$ cat src/rtl/demux_pkg.sv
// Shared definitions for the 1-to-2 stream demultiplexer and its per-channel register.
package demux_pkg;

  localparam int DEFAULT_DATA_WIDTH = 8;
  localparam int DEFAULT_CNT_WIDTH  = 16;

  typedef enum logic {
    SEL_A = 1'b0,
    SEL_B = 1'b1
  } sel_e;

  typedef enum logic {
    ST_EMPTY = 1'b0,
    ST_FULL  = 1'b1
  } reg_state_e;

endpackage

$ cat src/rtl/stream_reg.sv
// One-entry valid/ready register: holds a single word, loads and drains on the same edge
// for full throughput.
module stream_reg
  import demux_pkg::*;
#(
  parameter int DATA_WIDTH = DEFAULT_DATA_WIDTH
) (
  input  logic                  clk,
  input  logic                  reset,
  input  logic                  load,
  input  logic [DATA_WIDTH-1:0] load_data,
  input  logic                  ready,
  output logic                  valid,
  output logic [DATA_WIDTH-1:0] data,
  output logic                  can_load,
  output logic                  xfer
);

  reg_state_e state, state_next;

  always_ff @(posedge clk) begin
    if (reset) begin
      state <= ST_EMPTY;
    end else begin
      state <= state_next;
    end
  end

  // Data only changes on a load, so a drain without a load keeps the last word visible.
  always_ff @(posedge clk) begin
    if (reset) begin
      data <= '0;
    end else if (load) begin
      data <= load_data;
    end
  end

  always_comb begin
    state_next = state;
    valid      = (state == ST_FULL);
    xfer       = valid && ready;
    can_load   = !valid || ready;
    case (state)
      ST_EMPTY: if (load)           state_next = ST_FULL;
      ST_FULL:  if (ready && !load) state_next = ST_EMPTY;
      default:                      state_next = ST_EMPTY;
    endcase
  end

endmodule

$ cat src/rtl/stream_demux1x2.sv
// Routes one valid/ready input stream to output A or B via two independent one-entry buffers.
// Define STREAM_DEMUX_CNT_EN to add per-channel completed-transfer counters cnt_a/cnt_b.
module stream_demux1x2
  import demux_pkg::*;
#(
  parameter int DATA_WIDTH = DEFAULT_DATA_WIDTH,
  parameter int CNT_WIDTH  = DEFAULT_CNT_WIDTH
) (
  input  logic                  clk,
  input  logic                  reset,
  input  logic [DATA_WIDTH-1:0] in_data,
  input  logic                  in_sel,
  input  logic                  in_valid,
  output logic                  in_ready,
  output logic [DATA_WIDTH-1:0] out_a_data,
  output logic                  out_a_valid,
  input  logic                  out_a_ready,
  output logic [DATA_WIDTH-1:0] out_b_data,
  output logic                  out_b_valid,
  input  logic                  out_b_ready
`ifdef STREAM_DEMUX_CNT_EN
  ,
  output logic [CNT_WIDTH-1:0]  cnt_a,
  output logic [CNT_WIDTH-1:0]  cnt_b
`endif
);

  logic a_can_load, b_can_load;
  logic a_xfer, b_xfer;
  logic load_a, load_b;
  logic to_b;

  // Readiness depends only on the addressed channel, so a stalled channel never blocks the other.
  always_comb begin
    to_b     = (sel_e'(in_sel) == SEL_B);
    in_ready = to_b ? b_can_load : a_can_load;
    load_a   = in_valid && in_ready && !to_b;
    load_b   = in_valid && in_ready && to_b;
  end

  stream_reg #(.DATA_WIDTH(DATA_WIDTH)) u_reg_a (
    .clk      (clk),
    .reset    (reset),
    .load     (load_a),
    .load_data(in_data),
    .ready    (out_a_ready),
    .valid    (out_a_valid),
    .data     (out_a_data),
    .can_load (a_can_load),
    .xfer     (a_xfer)
  );

  stream_reg #(.DATA_WIDTH(DATA_WIDTH)) u_reg_b (
    .clk      (clk),
    .reset    (reset),
    .load     (load_b),
    .load_data(in_data),
    .ready    (out_b_ready),
    .valid    (out_b_valid),
    .data     (out_b_data),
    .can_load (b_can_load),
    .xfer     (b_xfer)
  );

`ifdef STREAM_DEMUX_CNT_EN
  // Counters wrap naturally; reset wins over a transfer on the same edge.
  always_ff @(posedge clk) begin
    if (reset) begin
      cnt_a <= '0;
      cnt_b <= '0;
    end else begin
      if (a_xfer) cnt_a <= cnt_a + CNT_WIDTH'(1);
      if (b_xfer) cnt_b <= cnt_b + CNT_WIDTH'(1);
    end
  end
`else
  logic unused_xfer;
  assign unused_xfer = a_xfer ^ b_xfer;
`endif

endmodule

$ cat config.mk
export PLATFORM = sky130hd
export DESIGN_NAME = stream_demux1x2
export DESIGN_NICKNAME = d
export VERILOG_FILES = /design/src/rtl/demux_pkg.sv /design/src/rtl/stream_reg.sv /design/src/rtl/stream_demux1x2.sv
export SDC_FILE = /design/constraint.sdc
export NUM_CORES = 1
export LEC_CHECK = 0
export CORE_AREA = 10 10 52 62
export CTS_CLUSTER_SIZE = 12
export DETAILED_ROUTE_END_ITERATION = 6
export DIE_AREA = 0 0 62 72
export GPL_ROUTABILITY_DRIVEN = 1
export GPL_TIMING_DRIVEN = 1
export PLACE_DENSITY_LB_ADDON = 0.1
export SLEW_MARGIN = 20
export SYNTH_ARGS = -nofsm -noshare
export SYNTH_HDL_FRONTEND = slang
export SYNTH_HIERARCHICAL = 1
export SYNTH_SLANG_ARGS = --single-unit
$ cat constraint.sdc
create_clock -name clk -period 1.3 [get_ports clk]
set_input_delay 0.195 -clock clk [delete_from_list [all_inputs] [get_ports clk]]
set_output_delay 0.195 -clock clk [all_outputs]
set_load 0.05 [all_outputs]
==> key figures <==
STA
  • Fin. Hold Viols: 0
  • Slew Limit Fails: 0
  • Hold slack: about 0.32 ns
  • Sum Neg Setup Slack: -0.02853 ns
  • Fin Clk Skew: 0.001917 ns
  • Actual slew at the worst max-slew pin: between 0.2 and 0.3 ns
  • Period Utilization, post-route: 102.2%
  • Fin crit period: around 1.3 ns
  • Max Fclk: 0.7527 GHz
  • Post-route setup slack: -0.02853 ns
  • Final setup violation count: 1
  • Slew HR: between 80% and 90%
  • RSZ-0062 raised after global routing: yes

Cells and area
  • Layout area overhead: 92.96%
  • Fraction of layout cells with a size suffix above 1: roughly a third
  • Multi-input gate area: around 290 µm²
  • Filler Cell Count: ~180
  • Nets: between 100 and 150
  • Cell area after layout: between 0.001 and 0.0015 mm²
  • Ant. Diodes: 0
  • Fin util: 63.61%
  • Storage cell area: 367.9 µm²

Routing
  • Drt first pass iters: 3
  • Routed WL: 1866 µm
  • Avg WL per Cell: 14.35 µm
  • Drt first-iter violations: 9
  • Routed Antenna Nets: 0
  • Via density: 4.308
  • Via count: between 500 and 600
  • DR DRC count: 0

Critical path
  • Worst reg2reg setup slack: about 0.080 ns
  • Critical path peak fanout: 3
  • WP data required: 1.11 ns
  • WP data arrival: approximately 1.1 ns
  • Worst setup path class: reg -> out
  • Startpoint types: register
  • Crit end category: primary output

CTS
  • Root Buffer: clkbuf_4
  • Reg clk slew, reported paths: approximately 0.10 ns
  • Number of hold buffers added after cts: 0
  • H-Tree Depth: 1
  • Num Clock Sinks: 18
  • Total CTS buffers: 3
  • Clk Latency, worst-skew pair: 0.29 ns
  • Clock Tree Buf Depth: 2
  • CTS tree: yes

Placed design
  • Port Buffer Count: 32
  • Hpwl dp: roughly 1400 µm
  • Gpl congestion: approximately 0.6
  • Placed Area: ~0.0012 mm²
  • Placement Setup Slack: -0.2426 ns

Die
  • Io pins: 33
  • Initial core utilization: 32.97%
  • Core ar.: slightly above 0.002 mm²
  • Rows: 18
  • Die height: just over 70 µm
  • Die area: about 0.0045 mm²
  • Die X-Extent: 62 µm

Power
  • Clk pwr share: 25.8%
  • Int Pwr: around 0.94 mW
  • Static Leakage: 0.5395 nW
  • Seq pwr share: 46.4%
  • Switching Share: between 20 and 30%
  • Peak supply drop: roughly 700 µV
  • Net Switching: 0.3678 mW
  • Power per cell area: ~1000 mW/mm²
  • Combinational share of power: between 20 and 30%

Global route
  • First-pass GRT wire length: about 3000 µm
  • Vias in the first global route: 640
  • Largest net degree at the start of global routing: 19
  • Overflow after GRT: 0
  • Initial antenna violation count: 0
  • GRT Overall Usage: under 10%

Hold path
  • Worst hold path type: in -> reg

Run
  • # Max-Cap Violations: 0

Logic synthesis
  • Ys Warns: 6
  • Syn Inst Count: 63
  • Cell area after synthesis: 675.6 µm²
  • Syn nets: between 70 and 80
  • Post-Syn Area per Cell: 10.72 µm²

Outcome
  • Outcome: finished with violations
  • Violated checks: negative setup slack
-- per-stage QoR --
step / std cells / power, mW
floorplan: 63 / 0.7827
global placement: 123 / 0.9740
detailed placement: 123 / 0.9779
CTS: 129 / 1.325
global route: 130 / 1.363
finish: 130 / 1.308
-- registers in the layout (all words and copies together), names as in the netlist --
signal / cells
u_reg_a/data: 8
u_reg_b/data: 8
u_reg_b/valid: 1
u_reg_a/valid: 1
-- metal layers --
layer  share of wire (%)  vias to the layer above  track usage [%]  routed length (µm)
met5                   0                        -                0                   0
met4                0.70                        0            4.478                  13
met3                  12                        2            4.878                 217
met2                  51                       19            14.61                 947
met1                  37                      260            9.237                 688
li1                    -                      279                -                   -
-- area by class of cell --
class / instances / share of cell area [%]
timing repair buffer: 37 / 43.28
sequential: 18 / 28.21
multi-input combinational: 39 / 22.26
tap: 30 / 2.879
clock buffer: 4 / 2.783
inverter: 2 / 0.5758
-- path summary, 6_finish.rpt --
kind,startpoint,endpoint,cells past startpoint
hold / removal,out_a_ready,u_reg_a/valid$_SDFF_PP0_,3
setup reg to reg,u_reg_b/valid$_SDFF_PP0_,u_reg_b/data[5]$_SDFFE_PP0P_,6
hold reg to reg,u_reg_a/valid$_SDFF_PP0_,u_reg_a/valid$_SDFF_PP0_,2
setup / recovery,u_reg_a/valid$_SDFF_PP0_,in_ready,3
-- placed cells by master, fill, tap and decap left out --
master,n
buf_4,3
a21oi_1,2
and3_2,1
nand2b_4,2
dlygate4sd2_1,3
clkbuf_4,3
inv_1,2
buf_12,20
nor2_1,16
and3b_2,1
clkbuf_8,1
dfxtp_4,2
buf_8,1
mux2_4,1
clkdlybuf4s50_1,10
dfxtp_1,16
mux2i_1,16
-- timing repair --
item | CTS | global route
gates resized for setup | 9 | 0
setup endpoints to repair | 1 | 1
setup buffers | 2 | 1
-- power groups by stage --
stage | combinational [mW] | clock, mW | sequential [mW]
3_5_place_dp | 0.356 | 0 | 0.622
3_3_place_gp | 0.353 | 0 | 0.621
5_1_grt | 0.382 | 0.371 | 0.610
2_1_floorplan | 0.0798 | 0 | 0.703
4_1_cts | 0.365 | 0.352 | 0.608
6_report | 0.364 | 0.337 | 0.607
-- critical path, stage by stage, from the launching register on --
cell      delay [ns]
dfxtp_4         0.37
nand2b_4        0.05
mux2_4          0.28
buf_8           0.15
No activity file was read; power rests on OpenSTA's default activity.
